<file path="config.mk">
export PLATFORM = sky130hd
export DESIGN_NAME = axis_rr_arbiter
export DESIGN_NICKNAME = d
export VERILOG_FILES = /design/src/rtl/axis_rr_arbiter_pkg.sv /design/src/rtl/axis_rr_arbiter_skid.sv /design/src/rtl/axis_rr_arbiter.sv
export SDC_FILE = /design/constraint.sdc
export NUM_CORES = 1
export LEC_CHECK = 0
export BUFFER_PORTS_ARGS = -buffer_cell sky130_fd_sc_hd__buf_2
export CORE_AREA = 2 2 70 72
export DETAILED_ROUTE_END_ITERATION = 8
export DIE_AREA = 0 0 72 74
export GPL_ROUTABILITY_DRIVEN = 0
export PLACE_DENSITY = 0.72
export REMOVE_ABC_BUFFERS = 1
export SYNTH_ARGS = -nofsm -noshare
export SYNTH_HDL_FRONTEND = slang
export SYNTH_SLANG_ARGS = --single-unit
</file>
<file path="constraint.sdc">
create_clock -name aclk -period 1.9 [get_ports aclk]
set_input_delay 0.19 -clock aclk [delete_from_list [all_inputs] [get_ports aclk]]
set_output_delay 0.19 -clock aclk [all_outputs]
set_load 0.1 [all_outputs]
</file>
<file path="src/rtl/axis_rr_arbiter_pkg.sv">
// Shared types and helpers for the AXI4-Stream round-robin arbiter.
// Holds the lock FSM encoding, the port-index width helper and the rotating priority pick.
package axis_rr_arbiter_pkg;

  typedef enum logic {
    IDLE   = 1'b0,
    LOCKED = 1'b1
  } state_e;

  localparam int MAX_PORTS = 8;
  localparam int MAX_IDX_W = 3;

  // Bits needed to index n ports; never less than 1.
  function automatic int idx_width(input int n);
    int w;
    w = 1;
    for (int i = 1; i <= MAX_IDX_W; i++) begin
      if ((1 << i) < n) w = i + 1;
    end
    return w;
  endfunction

  // First requester after last_grant, wrapping modulo num_ports. The search runs
  // from the farthest offset to the nearest so the nearest requester wins.
  function automatic int rr_pick(input logic [MAX_PORTS-1:0] req,
                                 input int                   last_grant,
                                 input int                   num_ports);
    int                   pick;
    logic [MAX_IDX_W-1:0] idx;
    pick = last_grant;
    for (int k = MAX_PORTS; k >= 1; k--) begin
      if (k <= num_ports) begin
        idx = MAX_IDX_W'((last_grant + k) % num_ports);
        if (req[idx]) pick = int'(idx);
      end
    end
    return pick;
  endfunction

endpackage

</file>
<file path="src/rtl/axis_rr_arbiter_skid.sv">
// Two-entry AXI4-Stream skid buffer carrying tdata, tlast and tid with fully registered outputs.
// Compiled only when AXIS_RR_ARBITER_OUTREG_EN is defined.
`ifdef AXIS_RR_ARBITER_OUTREG_EN
module axis_rr_arbiter_skid #(
  parameter int DATA_W = 32,
  parameter int ID_W   = 2
) (
  input  logic              aclk,
  input  logic              aresetn,
  input  logic              in_valid_i,
  input  logic [DATA_W-1:0] in_data_i,
  input  logic              in_last_i,
  input  logic [ID_W-1:0]   in_id_i,
  output logic              in_ready_o,
  output logic              out_valid_o,
  output logic [DATA_W-1:0] out_data_o,
  output logic              out_last_o,
  output logic [ID_W-1:0]   out_id_o,
  input  logic              out_ready_i
);

  localparam int PW = DATA_W + 1 + ID_W;

  logic [PW-1:0] in_pld;
  logic [PW-1:0] out_pld_q, out_pld_d;
  logic [PW-1:0] skid_pld_q, skid_pld_d;
  logic          out_valid_q, out_valid_d;
  logic          skid_valid_q, skid_valid_d;
  logic          push, pop;

  assign in_pld     = {in_id_i, in_last_i, in_data_i};
  // The skid slot only fills while the output slot is stalled, so it alone means full.
  assign in_ready_o = ~skid_valid_q;
  assign push       = in_valid_i & ~skid_valid_q;
  assign pop        = out_valid_q & out_ready_i;

  always_comb begin
    out_valid_d  = out_valid_q;
    out_pld_d    = out_pld_q;
    skid_valid_d = skid_valid_q;
    skid_pld_d   = skid_pld_q;
    if (!out_valid_q || pop) begin
      if (skid_valid_q) begin
        out_valid_d  = 1'b1;
        out_pld_d    = skid_pld_q;
        skid_valid_d = 1'b0;
      end else begin
        out_valid_d = push;
        if (push) out_pld_d = in_pld;
      end
    end else if (push) begin
      skid_valid_d = 1'b1;
      skid_pld_d   = in_pld;
    end
  end

  always_ff @(posedge aclk) begin
    if (!aresetn) begin
      out_valid_q  <= 1'b0;
      out_pld_q    <= '0;
      skid_valid_q <= 1'b0;
      skid_pld_q   <= '0;
    end else begin
      out_valid_q  <= out_valid_d;
      out_pld_q    <= out_pld_d;
      skid_valid_q <= skid_valid_d;
      skid_pld_q   <= skid_pld_d;
    end
  end

  assign out_valid_o                        = out_valid_q;
  assign {out_id_o, out_last_o, out_data_o} = out_pld_q;

endmodule
`endif

</file>
<file path="src/rtl/axis_rr_arbiter.sv">
// Packet-granular round-robin arbiter sharing one AXI4-Stream output among NUM_PORTS sources.
// Define AXIS_RR_ARBITER_OUTREG_EN to register all m_axis outputs through a 2-entry skid buffer.
module axis_rr_arbiter
  import axis_rr_arbiter_pkg::*;
#(
  parameter  int AXIS_TDATA_WIDTH = 32,
  parameter  int NUM_PORTS        = 4,
  localparam int IDX_W            = idx_width(NUM_PORTS)
) (
  input  logic                                  aclk,
  input  logic                                  aresetn,
  input  logic [NUM_PORTS*AXIS_TDATA_WIDTH-1:0] s_axis_tdata,
  input  logic [NUM_PORTS-1:0]                  s_axis_tvalid,
  input  logic [NUM_PORTS-1:0]                  s_axis_tlast,
  output logic [NUM_PORTS-1:0]                  s_axis_tready,
  output logic [AXIS_TDATA_WIDTH-1:0]           m_axis_tdata,
  output logic                                  m_axis_tvalid,
  output logic                                  m_axis_tlast,
  output logic [IDX_W-1:0]                      m_axis_tid,
  input  logic                                  m_axis_tready,
  output state_e                                dbg_state_o
);

  localparam int W = AXIS_TDATA_WIDTH;

  // Handshake rule on every stream interface here: a beat transfers on a rising aclk
  // edge where valid & ready are both high; valid, once raised, holds its payload
  // until that transfer, and ready may depend on valid.

  state_e                state_q, state_d;
  logic [IDX_W-1:0]      sel_q, sel_d;
  logic [IDX_W-1:0]      last_grant_q, last_grant_d;
  logic [IDX_W-1:0]      pick;
  logic [MAX_PORTS-1:0]  req_ext;
  logic                  locked;
  logic                  sel_valid;
  logic                  sel_last;
  logic [W-1:0]          sel_data;
  logic                  beat_ready;
  logic                  beat_acc;

  assign req_ext   = MAX_PORTS'(s_axis_tvalid);
  assign pick      = IDX_W'(rr_pick(req_ext, int'(last_grant_q), NUM_PORTS));
  assign locked    = (state_q == LOCKED);
  assign sel_valid = s_axis_tvalid[sel_q];
  assign sel_last  = s_axis_tlast[sel_q];
  assign sel_data  = s_axis_tdata[sel_q*W +: W];
  assign beat_acc  = locked & sel_valid & beat_ready;

  always_comb begin
    state_d      = state_q;
    sel_d        = sel_q;
    last_grant_d = last_grant_q;
    case (state_q)
      IDLE: begin
        if (|s_axis_tvalid) begin
          sel_d   = pick;
          state_d = LOCKED;
        end
      end
      LOCKED: begin
        if (beat_acc && sel_last) begin
          last_grant_d = sel_q;
          state_d      = IDLE;
        end
      end
      default: state_d = IDLE;
    endcase
  end

  always_ff @(posedge aclk) begin
    if (!aresetn) begin
      state_q      <= IDLE;
      sel_q        <= '0;
      last_grant_q <= IDX_W'(NUM_PORTS - 1);
    end else begin
      state_q      <= state_d;
      sel_q        <= sel_d;
      last_grant_q <= last_grant_d;
    end
  end

  always_comb begin
    s_axis_tready = '0;
    if (locked) s_axis_tready[sel_q] = beat_ready;
  end

  assign dbg_state_o = state_q;

`ifdef AXIS_RR_ARBITER_OUTREG_EN
  logic skid_in_valid;
  logic skid_in_ready;

  // Lock releases when the tlast beat enters the buffer, not when it drains.
  assign skid_in_valid = locked & sel_valid;
  assign beat_ready    = skid_in_ready;

  axis_rr_arbiter_skid #(
    .DATA_W (W),
    .ID_W   (IDX_W)
  ) u_skid (
    .aclk        (aclk),
    .aresetn     (aresetn),
    .in_valid_i  (skid_in_valid),
    .in_data_i   (sel_data),
    .in_last_i   (sel_last),
    .in_id_i     (sel_q),
    .in_ready_o  (skid_in_ready),
    .out_valid_o (m_axis_tvalid),
    .out_data_o  (m_axis_tdata),
    .out_last_o  (m_axis_tlast),
    .out_id_o    (m_axis_tid),
    .out_ready_i (m_axis_tready)
  );
`else
  assign beat_ready    = m_axis_tready;
  assign m_axis_tvalid = locked & sel_valid;
  assign m_axis_tdata  = sel_data;
  assign m_axis_tlast  = locked & sel_last;
  assign m_axis_tid    = sel_q;
`endif

endmodule
</file>
* Word-level counts from Yosys, hierarchy flattened
Index checks and enable logic that the tools add are counted.
** Word-level totals
- Bits in registers :: 5
- Latch bits :: 0
- Bits in writable memories :: 0
- Bits in read-only memories :: 0
- Bits of input ports :: 139
- Memories :: 0
** Cells by class
- Add/subtract/negate cells :: 4
- Multiply operators :: 0
- Divide/modulo/power cells :: 0
- Magnitude comparators :: 6
- Eq/ne operators :: 0
- Shift-type cells :: 1
- Multiplexer cells :: 22
- Bitwise gates (word level) :: 9
- Reductions and logical operators :: 9
** Operator list (number)
- 128-bit by 8-bit variable part select with 32-bit output :: 1
- 3-bit by 4-bit less-than comparator with 1-bit output, second input constant :: 4
- 1-bit binary-select mux with 3-bit select :: 4
- 1-bit 2-to-1 mux :: 9
- 2-bit 2-to-1 mux :: 4
- 2-bit OR reduction :: 4
- 2-bit by 1-bit adder with 2-bit output, second input constant :: 2
- 2-bit adder, second input constant :: 2
- 1-bit bitwise AND, first input constant :: 4
- 4-bit bitwise AND :: 1
- 1-bit binary-select mux with 2-bit select :: 2
- 4-bit 2-to-1 mux :: 1
- 2-bit AND reduction :: 2
- 4-bit OR reduction :: 1
- 1-bit bitwise AND :: 3
- 2-bit by 3-bit less-than comparator with 1-bit output, second input constant :: 1
- 1-bit demux with 2-bit select :: 1
- 2-bit by 1-bit >= comparator with 1-bit output, second input constant :: 1
- 1-bit logical AND :: 2
- 1-bit case mux with 2 select lines :: 1
- 1-bit NOT :: 1

* Logic depth before layout (Yosys ltp)
- Depth after elaboration :: 9
- Gate-level depth with buffers :: 5

* Worst setup path after synthesis
No wires, ideal clock.
- Path type :: reg-to-output
- Start point :: reg sel_q[1], in the netlist m_axis_tid[1]
- End point :: out s_axis_tready[2]
- Arrival time :: 2.921 ns
- Path slack :: -1.211 ns
- Cell stages (with the launch flop) :: 5
- Cells stage by stage :: dfxtp_1 > buf_2 > buf_2 > inv_1 > nor2_1
** Between the ends
- Word-level cells in the longest chain between the ends :: 6
- Elaborated cells between the ends (all ways) :: 7
- Classes of those cells :: order compare: 2; mux: 3; bitwise: 1; reduce/logical: 1
** RTL lines
- start: declaration :: RTL line axis_rr_arbiter.sv:31 : logic [IDX_W-1:0] sel_q, sel_d;
- start signal: assignment :: RTL line axis_rr_arbiter.sv:78 : sel_q <= sel_d;
- 2-bit by 3-bit less-than comparator with 1-bit output (not written as such) or 2-bit by 1-bit >= comparator with 1-bit output (tied branches) :: RTL line axis_rr_arbiter.sv:85 : if (locked) s_axis_tready[sel_q] = beat_ready;
- 1-bit logical AND (not written as such) :: RTL line axis_rr_arbiter.sv:85
- 1-bit 2-to-1 mux (not written as such) :: RTL line axis_rr_arbiter.sv:85
- 1-bit demux with 2-bit select * :: RTL line axis_rr_arbiter.sv:85
- 4-bit bitwise AND (no source line) *
- 4-bit 2-to-1 mux * :: RTL line axis_rr_arbiter.sv:85
- end: declaration :: RTL line axis_rr_arbiter.sv:15 : output logic [NUM_PORTS-1:0] s_axis_tready,
Every way passes the cells marked *; elsewhere a longest branch is shown, timed or not.

* Worst setup path after layout
- Start point :: reg sel_q[0], in the netlist m_axis_tid[0]
- End point :: out m_axis_tdata[12]
** Between the ends
- Word-level cells in the longest chain between the ends :: 1
** RTL lines
- 128-bit by 8-bit variable part select with 32-bit output :: RTL line axis_rr_arbiter.sv:47 : assign sel_data = s_axis_tdata[sel_q*W +: W];
- end: declaration :: RTL line axis_rr_arbiter.sv:16 : output logic [AXIS_TDATA_WIDTH-1:0] m_axis_tdata,
Every way passes these cells.

==> reports/metrics.yaml <==
worst_setup_path:
  critPathSlowestCell: "mux4_2"
  path_buf_inv: 2
  cpLargestDelayFamily: "multiplexers"
  ff2ff_setup_slack_ps: 330
  crit_type: "reg2out"
  crit_chain: "buf_12 > mux4_2 > buf_2"
  crit_fanout: 17
  startpoint_type: "flop"
  r2r_cells: 5
  required_ps: 1710
  reg2reg_from: "m_axis_tid[1]$_SDFFE_PN0P_"
  endpoint_kind: "output port"
  cp.depth: 3
  r2r-end: "last_grant_q[0]$_SDFFE_PN1P_"
  slowest_delay_ps: 540
  cp_data_arrival_time_ps: 1630
placement:
  port_buffers: 179
  dpl.hpwl_um: 4600
clock_tree:
  h-tree-depth: 1
  clock-root-buffer: "clkbuf_8"
  clk_path_buf_depth: 2
  numCtsBuffers: 3
  cts_tree: "yes"
  clock_sinks: 5
  path_clk_slew_ps: 40
  ctsHoldBuffers: 0
  cts_resized: 0
  clock_latency_ps: 220
  post_cts_buffers: 0
synth:
  synth_flop_cell: "dfxtp_1"
  synth_area_leader_cell: "mux4_2"
  synth_top_area_share: 0.658
  synth_most_common_cell: "mux4_2"
  synth.area.top_cells: "mux4_2 (66%), dfxtp_1 (8.9%), buf_2 (2.2%)"
  synth.cell_area_um2: 1130
  ys_ff_latch: 5
  postSynth.asyncResetShare: 0
  ys_warn_count: 0
  syn_avg_cell_area_um2: 12.8
  yosysUniqueCellTypes: 24
  ys_seq_area_frac: 0.0886
  synth_common_cells: "mux4_2 (33), nor2_1 (6), buf_2 (5), dfxtp_1 (5), inv_1 (5)"
  synth-edff-count: 0
  synth_cells: 88
route:
  first_iter_violations: 63
  finalWirelength_um: 5140
  drc_errors: 0
  viasPerCell: 4.90
  antenna_left: 0
  wire_per_inst_um: 16.0
  dr.pass1.iters: 4
  vias: 1578
global_routing:
  grt_pass1_wl_um: 7120
  antenna_found_initial: 0
  grt_overflow: 0
  grt_pass1_vias: 1494
  grt_usage: 0.170
  grt_max_degree: 24
final_layout:
  drive_above_1_share: 0.836
  n_fill_cell: 407
  regArea_um2: 103
  nNetsFinal: 408
  area_growth_pct: 117
  diodes: 0
  multi_input_area_um2: 963
timing:
  maxSlewHeadroom: 0.668
  hold_violations: 0
  rsz0062_at_grt: "no"
  hold_ws_ps: 229
  fmax_ghz: 0.549
  tightest_slew_ps: 502
  finalCritPeriodShare: 0.959
  min_period_ps: 1820
  drv_slew: 0
  skew_ps: 3.65
  setup_viol: 0
power:
  irDropWorstVdd_v: 0.000704
  finalPower_w: 0.00235
  power_density_nw_per_um2: 957
  leakagePower_nw: 1.18
min_path:
  min_delay_path_depth: 2
  min_from: "aresetn"
  hold_class: "in2reg"
  min_to: "last_grant_q[1]$_SDFFE_PN1P_"
die:
  die_x_um: 72
  die_h_um: 74
  io_pins: 180
  start_util: 0.246
  rows: 25
  die_area_um2: 5330
  core_area_um2: 4600
run_status:
  status: "complete, no violations"
flow_run:
  drv_cap: 0
==> layer usage <==
layer / up-vias / part of all wire / GRT usage
li1: 743 / - / -
met1: 758 / 0.38 / 0.227
met2: 73 / 0.55 / 0.296
met3: 4 / 0.060 / 0.0325
met4: 0 / 0.0045 / 0.0252
met5: - / 0 / 0
==> per-stage QoR <==
step	instance area, µm²	setup TNS [ps]	utilization	std cells	setup WS [ps]
4_1_cts	2460	0	0.534	322	73.2
3_5_place_dp	2410	0	0.524	318	311
3_3_place_gp	2410	0	0.524	318	318
6_report	2460	0	0.534	322	77.5
2_1_floorplan	1080	-63600	-	80	-2230
5_1_grt	2460	0	0.534	322	22.7
==> logic make-up (layout without fill, tap and decap cells) <==
logic type	Yosys count	after routing	share of synthesized area
AOI/OAI and AO/OA	14	14	0.0786
buffers and inverters	13	193	0.0587
DFF	5	5	0.0886
muxes	35	35	0.676
and+or+nand+nor	21	21	0.0986
==> cell type report <==
| type | instances | area share |
|---|---|---|
| repair buffers | 184 | 0.512 |
| multi-input cells | 70 | 0.392 |
| flip-flops and latches | 5 | 0.0418 |
| well taps | 54 | 0.0275 |
| clock buffers | 4 | 0.0183 |
| inverters | 5 | 0.00764 |
==> flip-flops by register name (all words and copies together) (netlist names) <==
signal / flops
dbg_state_o: 1
m_axis_tid: 2
last_grant_q: 2
==> layout by cell type, fill, tap and decap left out, drive strengths merged, types with 2 or more instances in the layout <==
master / count
nand2: 3
a21oi: 4
mux2i: 2
nand3: 2
and2: 2
buf: 184
inv: 5
nor2: 6
nand2b: 3
clkbuf: 4
o21ai: 3
o22ai: 2
mux4: 33
nand3b: 2
dfxtp: 5
==> power by group <==
group,switching [W],internal (W),leakage (nW)
Combinational,0.00136,0.000658,1.12
Clock,0.0000493,0.000144,0.0228
Sequential,0.0000199,0.000120,0.0420
Total,0.00143,0.000922,1.18
==> worst max-delay path by stage <==
stage	from	to
finish	m_axis_tid[0]$_SDFFE_PN0P_	m_axis_tdata[12]
floorplan	m_axis_tid[0]$_SDFFE_PN0P_	s_axis_tready[1]
CTS	m_axis_tid[0]$_SDFFE_PN0P_	m_axis_tdata[12]
global route	m_axis_tid[0]$_SDFFE_PN0P_	m_axis_tvalid
global placement	m_axis_tid[0]$_SDFFE_PN0P_	m_axis_tdata[12]
detailed placement	m_axis_tid[0]$_SDFFE_PN0P_	m_axis_tdata[12]
Power figures use the tool's default switching activity.
